### config.mk
export PLATFORM = sky130hd
export DESIGN_NAME = islip_voq_scheduler
export DESIGN_NICKNAME = d
export VERILOG_FILES = /design/src/rtl/islip_voq_scheduler_pkg.sv /design/src/rtl/islip_voq_scheduler_arb.sv /design/src/rtl/islip_voq_scheduler.sv
export SDC_FILE = /design/constraint.sdc
export NUM_CORES = 1
export LEC_CHECK = 0
export CORE_ASPECT_RATIO = 0.6
export CORE_MARGIN = 2
export CORE_UTILIZATION = 45
export CTS_BUF_LIST = sky130_fd_sc_hd__clkbuf_4
export DETAILED_ROUTE_END_ITERATION = 8
export HOLD_SLACK_MARGIN = 0.02
export PLACE_DENSITY = 0.71
export SLEW_MARGIN = 30
export SYNTH_ARGS = -nofsm -noshare
export SYNTH_HDL_FRONTEND = slang
export SYNTH_SLANG_ARGS = --single-unit
### constraint.sdc
create_clock -name clk -period 12.3 [get_ports clk]
set_clock_uncertainty 0.2 [all_clocks]
set_input_delay 2.46 -clock clk [delete_from_list [all_inputs] [get_ports clk]]
set_output_delay 2.46 -clock clk [all_outputs]
set_load 0.01 [all_outputs]
### src/rtl/islip_voq_scheduler_pkg.sv
// Shared definitions for the iSLIP VOQ scheduler: default port count and FSM state encoding.
package islip_voq_scheduler_pkg;

   localparam int unsigned PORT_NUB_TOTAL = 4;

   typedef enum logic [1:0] {
      IDLE  = 2'd0,
      SCHED = 2'd1,
      HOLD  = 2'd2
   } state_t;

endpackage

### src/rtl/islip_voq_scheduler_arb.sv
// Round-robin priority arbiter: picks the first request at or after ptr_i, wrapping modulo N.
// Purely combinational; the request vector is doubled so a linear scan covers the wrap.
module rr_prio_arbiter #(
   parameter  int unsigned N  = 4,
   localparam int unsigned W  = $clog2(N),
   localparam int unsigned PW = $clog2(2 * N)
) (
   input  logic [N-1:0] req_i,
   input  logic [W-1:0] ptr_i,
   output logic [N-1:0] gnt_o,
   output logic [W-1:0] idx_o,
   output logic         any_o
);

   logic [2*N-1:0] dbl;
   logic [PW-1:0]  pos;
   logic [W-1:0]   sel;

   always_comb begin
      dbl   = {req_i, req_i};
      gnt_o = '0;
      idx_o = '0;
      any_o = 1'b0;
      pos   = '0;
      sel   = '0;
      for (int unsigned k = 0; k < N; k++) begin
         pos = PW'(ptr_i) + PW'(k);
         if (!any_o && dbl[pos]) begin
            any_o      = 1'b1;
            sel        = (pos >= PW'(N)) ? W'(pos - PW'(N)) : W'(pos);
            idx_o      = sel;
            gnt_o[sel] = 1'b1;
         end
      end
   end

endmodule

### src/rtl/islip_voq_scheduler.sv
// Single-iteration iSLIP scheduler: one grant/accept round per cell slot driving VOQ pops,
// crossbar selects and output writes. Define ISLIP_STATS_EN to add match/starvation statistics.
module islip_voq_scheduler
   import islip_voq_scheduler_pkg::*;
#(
   parameter  int unsigned PORT_NUB    = PORT_NUB_TOTAL,
   parameter  int unsigned SLOT_CYCLES = 4,
   localparam int unsigned WIDTH_SEL   = $clog2(PORT_NUB)
) (
   input  logic                              clk,
   input  logic                              rst_n,
   input  logic                              en,
   input  logic [PORT_NUB*PORT_NUB-1:0]      empty_in,
   input  logic [PORT_NUB-1:0]               full_in,
   output logic [PORT_NUB-1:0]               rd_out,
   output logic [PORT_NUB*WIDTH_SEL-1:0]     rd_sel,
   output logic [PORT_NUB*WIDTH_SEL-1:0]     mux_sel,
   output logic [PORT_NUB-1:0]               wr_out,
   output logic                              slot_start
`ifdef ISLIP_STATS_EN
   ,
   output logic [WIDTH_SEL:0]                match_cnt,
   output logic [31:0]                       total_cnt,
   output logic [PORT_NUB-1:0]               starve_flag
`endif
);

   localparam int unsigned N  = PORT_NUB;
   localparam int unsigned CW = $clog2(SLOT_CYCLES);

   state_t                        state_q, state_d;
   logic [CW-1:0]                 cnt_q, cnt_d;
   logic [N-1:0][WIDTH_SEL-1:0]   g_ptr_q, g_ptr_d;
   logic [N-1:0][WIDTH_SEL-1:0]   a_ptr_q, a_ptr_d;
   logic [N-1:0][WIDTH_SEL-1:0]   rd_sel_q, rd_sel_d;
   logic [N-1:0][WIDTH_SEL-1:0]   mux_sel_q, mux_sel_d;
   logic [N-1:0]                  rd_q, rd_d;
   logic [N-1:0]                  wr_q, wr_d;
   logic [N-1:0]                  pend_wr_q, pend_wr_d;
   logic                          slot_q, slot_d;

   logic [N-1:0][N-1:0]           empty_m;
   logic [N-1:0][N-1:0]           req_by_dst;
   logic [N-1:0][N-1:0]           gnt_oh;
   logic [N-1:0][WIDTH_SEL-1:0]   g_idx;
   logic [N-1:0]                  g_any;
   logic [N-1:0][N-1:0]           acc_req;
   logic [N-1:0][N-1:0]           acc_oh;
   logic [N-1:0][WIDTH_SEL-1:0]   a_idx;
   logic [N-1:0]                  a_any;
   logic [N-1:0]                  dst_match;

   function automatic logic [WIDTH_SEL-1:0] ptr_inc(input logic [WIDTH_SEL-1:0] p);
      return (32'(p) == N - 1) ? '0 : p + 1'b1;
   endfunction

   assign empty_m = empty_in;

   // req_by_dst[d][s]: request seen by output d; acc_req[s][d]: grant seen by input s.
   always_comb begin
      req_by_dst = '0;
      acc_req    = '0;
      dst_match  = '0;
      for (int unsigned s = 0; s < N; s++) begin
         for (int unsigned d = 0; d < N; d++) begin
            req_by_dst[d][s] = ~empty_m[s][d] & ~full_in[d];
            acc_req[s][d]    = gnt_oh[d][s];
         end
      end
      for (int unsigned d = 0; d < N; d++) begin
         dst_match[d] = g_any[d] & acc_oh[g_idx[d]][d];
      end
   end

   for (genvar d = 0; d < N; d++) begin : g_grant
      rr_prio_arbiter #(.N(N)) u_grant (
         .req_i (req_by_dst[d]),
         .ptr_i (g_ptr_q[d]),
         .gnt_o (gnt_oh[d]),
         .idx_o (g_idx[d]),
         .any_o (g_any[d])
      );
   end

   for (genvar s = 0; s < N; s++) begin : g_accept
      rr_prio_arbiter #(.N(N)) u_accept (
         .req_i (acc_req[s]),
         .ptr_i (a_ptr_q[s]),
         .gnt_o (acc_oh[s]),
         .idx_o (a_idx[s]),
         .any_o (a_any[s])
      );
   end

   always_comb begin
      state_d   = state_q;
      cnt_d     = cnt_q;
      g_ptr_d   = g_ptr_q;
      a_ptr_d   = a_ptr_q;
      rd_sel_d  = rd_sel_q;
      mux_sel_d = mux_sel_q;
      pend_wr_d = pend_wr_q;
      rd_d      = '0;
      slot_d    = 1'b0;
      // write follows the pop by one cycle to match the VOQ read latency
      wr_d      = slot_q ? pend_wr_q : '0;
      unique case (state_q)
         IDLE: if (en) state_d = SCHED;
         SCHED: begin
            state_d   = HOLD;
            cnt_d     = '0;
            slot_d    = 1'b1;
            rd_d      = a_any;
            pend_wr_d = dst_match;
            for (int unsigned s = 0; s < N; s++) begin
               if (a_any[s]) begin
                  rd_sel_d[s] = a_idx[s];
                  a_ptr_d[s]  = ptr_inc(a_idx[s]);
               end
            end
            for (int unsigned d = 0; d < N; d++) begin
               if (dst_match[d]) begin
                  mux_sel_d[d] = g_idx[d];
                  g_ptr_d[d]   = ptr_inc(g_idx[d]);
               end
            end
         end
         HOLD: begin
            if (cnt_q == CW'(SLOT_CYCLES - 2)) state_d = en ? SCHED : IDLE;
            else                               cnt_d   = cnt_q + 1'b1;
         end
         default: state_d = IDLE;
      endcase
   end

   always_ff @(posedge clk or negedge rst_n) begin
      if (!rst_n) begin
         state_q   <= IDLE;
         cnt_q     <= '0;
         g_ptr_q   <= '0;
         a_ptr_q   <= '0;
         rd_sel_q  <= '0;
         mux_sel_q <= '0;
         rd_q      <= '0;
         wr_q      <= '0;
         pend_wr_q <= '0;
         slot_q    <= 1'b0;
      end else begin
         state_q   <= state_d;
         cnt_q     <= cnt_d;
         g_ptr_q   <= g_ptr_d;
         a_ptr_q   <= a_ptr_d;
         rd_sel_q  <= rd_sel_d;
         mux_sel_q <= mux_sel_d;
         rd_q      <= rd_d;
         wr_q      <= wr_d;
         pend_wr_q <= pend_wr_d;
         slot_q    <= slot_d;
      end
   end

   assign rd_out     = rd_q;
   assign rd_sel     = rd_sel_q;
   assign mux_sel    = mux_sel_q;
   assign wr_out     = wr_q;
   assign slot_start = slot_q;

`ifdef ISLIP_STATS_EN
   localparam int unsigned SW = $clog2(2 * N + 1);

   logic [WIDTH_SEL:0]        match_cnt_q, match_cnt_d, pop;
   logic [31:0]               total_cnt_q, total_cnt_d;
   logic [N-1:0][SW-1:0]      starve_cnt_q, starve_cnt_d;
   logic [N-1:0]              starve_q, starve_d;
   logic [N-1:0]              demand;

   // demand counts occupancy regardless of back-pressure, so a full output can starve
   always_comb begin
      match_cnt_d  = match_cnt_q;
      total_cnt_d  = total_cnt_q;
      starve_cnt_d = starve_cnt_q;
      starve_d     = starve_q;
      pop          = '0;
      demand       = '0;
      for (int unsigned s = 0; s < N; s++) begin
         pop = pop + (WIDTH_SEL + 1)'(a_any[s]);
         for (int unsigned d = 0; d < N; d++) demand[d] = demand[d] | ~empty_m[s][d];
      end
      if (state_q == SCHED) begin
         match_cnt_d = pop;
         total_cnt_d = total_cnt_q + 32'(pop);
         for (int unsigned d = 0; d < N; d++) begin
            if (demand[d] && !dst_match[d]) begin
               if (starve_cnt_q[d] == SW'(2 * N - 1)) starve_d[d] = 1'b1;
               if (starve_cnt_q[d] != SW'(2 * N))     starve_cnt_d[d] = starve_cnt_q[d] + 1'b1;
            end else begin
               starve_cnt_d[d] = '0;
            end
         end
      end
   end

   always_ff @(posedge clk or negedge rst_n) begin
      if (!rst_n) begin
         match_cnt_q  <= '0;
         total_cnt_q  <= '0;
         starve_cnt_q <= '0;
         starve_q     <= '0;
      end else begin
         match_cnt_q  <= match_cnt_d;
         total_cnt_q  <= total_cnt_d;
         starve_cnt_q <= starve_cnt_d;
         starve_q     <= starve_d;
      end
   end

   assign match_cnt   = match_cnt_q;
   assign total_cnt   = total_cnt_q;
   assign starve_flag = starve_q;
`endif

endmodule

==> results.md <==
Finish:
- The fraction of layout cells with a size suffix above 1 is 10.1%.
- The cell area after layout is 6990 um2.
- The area occupied by registers is 1230 um2.
- The net count of the finished layout is 868.
- The count of antenna diodes in the layout is 0.
- The synthesis-to-finish area growth is 9.29%.
- The count of fill cells added during filler insertion is 1,316.
- The area of the multi-input gates is 4770 um2.

STA:
- The number of endpoints with negative hold slack in the final report is 0.
- The count of final setup violators is 0.
- The tightest hold path in the finished design has a slack of 0.307 ns.
- The shortest period the worst path allows is 6.51 ns.
- The headroom to the max-slew limit is 52.3%.
- The summed negative setup slack over all endpoints is 0 ns.
- The number of slew-limit violations in the final report is 0.
- The final critical path takes up 52.9% of the cycle.
- For the pin with the worst max-slew slack, the measured transition is 0.713 ns.
- Static timing analysis puts the maximum clock frequency at 0.154 GHz.
- Setup repair after global routing left no endpoint under its margin.

Power:
- VDD sags by at most 0.113 mV.
- The part of the total power dissipated in the clock network is 5.3%.
- The proportion of power drawn by combinational gates is 77.1%.
- Dividing total power by cell area gives a power density of 287 nW/um2.
- Net switching is 55.6% of the power.
- The internal power of the cells totals 0.889 mW.
- The leakage power of the design is 2.87 nW.
- The sequential group share of total power is 17.6%.
- Summed over all nets, the switching power comes to 1.11 mW.

Critical path:
- For this run, the slowest stage of the critical path takes 0.69 ns.
- The critical setup path kind is input pin to flop.
- The worst setup path is captured at a flop.
- The count of buffering cells on the critical path with inverters included is 1.
- In this run the critical register-to-register path is captured at mux_sel[4].
- For flop-to-flop paths, the worst setup slack is 7.08 ns.
- STA puts the critical path data arrival time at 6.61 ns.
- For the worst setup path, the data required time is 12.40 ns.
- The cell type of the slowest stage on the worst timing path is o21ai_0.
- Counting cells, the worst reg-to-reg path comes to 12.
- STA classifies the critical path startpoint as an input pin.
- The kind of cell with the highest combined delay along the critical path is compound AO/OA/AOI/OAI gates.
- Walking the worst path, the cells encountered are clkdlybuf4s50_1 > mux2_2 > a2bb2oi_1 > nand4bb_1 > o21ai_0 > mux4_2 > nor2b_4 > a221o_1 > o31ai_4 > o22ai_2 > mux2_4.
- Of all nets on the critical path, the largest fanout is 13.

Synth:
- Sequential cells were found to cover 19.2% of the synthesized design area.
- The yosys synthesis warning count is 0.
- Ranked by instance count, the synthesized netlist is headed by 78 x nand2_1, 54 x ha_1, 54 x o21ai_0, 51 x nor2_1, 49 x dfrtp_1.
- The synthesized netlist contains 95 unique library cells.
- The netlist area before placement is 6390 um2.
- In this run the mean area of a mapped cell was 8.26 um2.
- The post-synthesis register bit count is 49.
- dfrtp_1 takes more of the synthesized area than any other cell.
- The synthesized design contains 0 enable-type register cells.
- After synthesis, the share of flip-flops with an asynchronous set or reset is 100%.
- The most instantiated library cell after synthesis is nand2_1.
- Among all flip-flop cells after synthesis, the most frequent one is dfrtp_1.
- In the post-synthesis netlist, the biggest area contributors are dfrtp_1 19%, ha_1 11%, nand2_1 4.6%.
- In the synthesized netlist, the number of instances is 774.
- Summed over its instances, the top area cell type makes up 19.2% of the synthesized netlist area.
- The net count of the mapped netlist is 851.

Clocking:
- CTS saw 49 sinks.
- Clock latency on the worst-skew pair, taken at its later pin, is 0.41 ns.
- The root buffer cell chosen for the clock tree is clkbuf_4.
- Clock-pin slew was measured on the worst setup and hold paths at 0.17 ns.
- The number of hold buffers added after CTS is 0.
- In this run the post-CTS setup repair buffer count came out at 0.
- No sink is reached through more buffers than the 2 on the longest clock path.
- In this run, CTS created clock tree buffers numbering 5.
- The clock tree from TritonCTS is built.
- The clock tree synthesis step divided the H-tree into 2 levels.
- The total of cells resized after clock tree synthesis is 0.

Place:
- The quantity of I/O buffers inserted on ports is 47.
- The total placed instance area is 6910 um2.
- The congestion estimate from routability-driven global placement came to 0.976.
- The HPWL after detailed placement is 13.5 mm.

Floorplan:
- The number of primary I/O pins is 48.
- The full die area is 15,200 um2.
- The height of the die is 96.3 um.
- The starting density of the core is 46.5%.
- In this run the core area contains 33 standard-cell rows.
- Measured along the x axis, the die boundary spans 158 um.
- The region available for standard cell placement spans 13,700 um2.

Global route:
- The number of antenna violations at the first check in global routing is 0.
- The maximum number of pins on one net before global-route repair is 50.
- The first global-routing pass estimated 28.2 mm of wire.
- The aggregate global-route resource usage is 23.4%.
- The via count of the first global-routing pass came to 5,306.
- After global routing the overflow that remains totals 0.

Routing:
- Detailed routing inserted a total of 6,168 vias.
- The number of search-and-repair iterations in the first detailed-routing pass is 5.
- The total DRC errors in the routed layout is 0.
- In the routed layout, each cell is associated on average with a via count of 6.27.
- The residual antenna-violating net count after detailed routing is 0.
- In the final routed layout, each cell accounts on average for 18.3 um.
- The first routing iteration left 614 violations.
- The final wirelength is 18.0 mm.

Worst hold path:
- For hold timing, the worst endpoint is pend_wr_q[3].
- The hold path depth is 1.
- The critical hold path startpoint is pend_wr_q[3].
- The path category of the worst min-delay check is flop to flop.

Flow run:
- The number of violations of the max-capacitance limit is 0.

Status:
- The run finished with clean final reports.
layout by cell type (no fill, tap or decap), drive strengths merged, types with 9 or more instances in the layout:
master,netlist,layout
ha,54,54
o211ai,13,13
nor3,18,18
nor2b,15,15
mux2i,24,24
or3b,9,9
o221ai,9,9
mux2,21,21
a31oi,12,12
nand2,79,79
nor2,52,52
inv,46,47
nand4,9,9
o21ai,62,62
o22ai,11,11
a21oi,27,27
nor3b,10,10
mux4,13,13
and3,10,10
nand2b,18,18
o21a,12,12
nand3,18,18
dfrtp,49,49
clkdlybuf4s50,0,46
and2,11,11
a211oi,9,9
kinds of logic (layout without fill, tap and decap cells):
family	Yosys count	count (layout)	synth area share, %
AND/OR/NAND/NOR	276	276	22.7
AO/OA/AOI/OAI	240	240	28.1
buffers and inverters	89	106	6.22
multiplexers	58	58	12.2
adder cells (fa/ha/maj)	54	54	10.6
flip-flops	49	49	19.2
XOR/XNOR	8	8	1.10
power by group through the flow:
stage                     Combinational (mW)  Sequential, mW  Clock (mW)
after floorplan                         1.17           0.297           0
after global placement                  1.48           0.353           0
after detailed placement                1.49           0.352           0
after CTS                               1.50           0.349       0.108
after global routing                    1.68           0.366       0.113
final                                   1.54           0.352       0.106
worst max-delay path by stage:
stage / from / endpoint / slack, ns / cells past startpoint
after floorplan: empty_in[10] / mux_sel[0] / 6.50 / 11
after global placement: empty_in[10] / flop / 5.56 / 12
after detailed placement: empty_in[10] / mux_sel[0] / 5.46 / 12
after CTS: empty_in[10] / mux_sel[0] / 5.90 / 12
after global routing: empty_in[10] / mux_sel[0] / 5.54 / 12
final: empty_in[10] / mux_sel[4] / 5.79 / 11
area by class of cell:
class                      instances  area share (%)
inverter                          48            2.58
timing repair buffer              51            7.09
clock inverter                     2           0.555
sequential                        49            17.5
multi-input combinational        636            68.3
clock buffer                       5           0.537
tap                              192            3.44
through the flow:
stage                     std cells  power [mW]  worst slack (ns)  utilization (%)
after floorplan                 774        1.47              6.50                -
after global placement          976        1.84              5.56             50.3
after detailed placement        976        1.85              5.46             50.3
after CTS                       983        1.96              5.90             50.8
after global routing            983        2.15              5.54             50.8
final                           983        2.00              5.79             50.8
layer usage:
layer  part of all wire [%]  vias up  GRT usage (%)
met5                      0        -              0
met4                   0.24        0           2.05
met3                    9.3        6           4.86
met2                     38      288           31.2
met1                     53     2930           38.4
li1                       -     2944              -
Note: power is estimated with default switching activity, not from simulation.
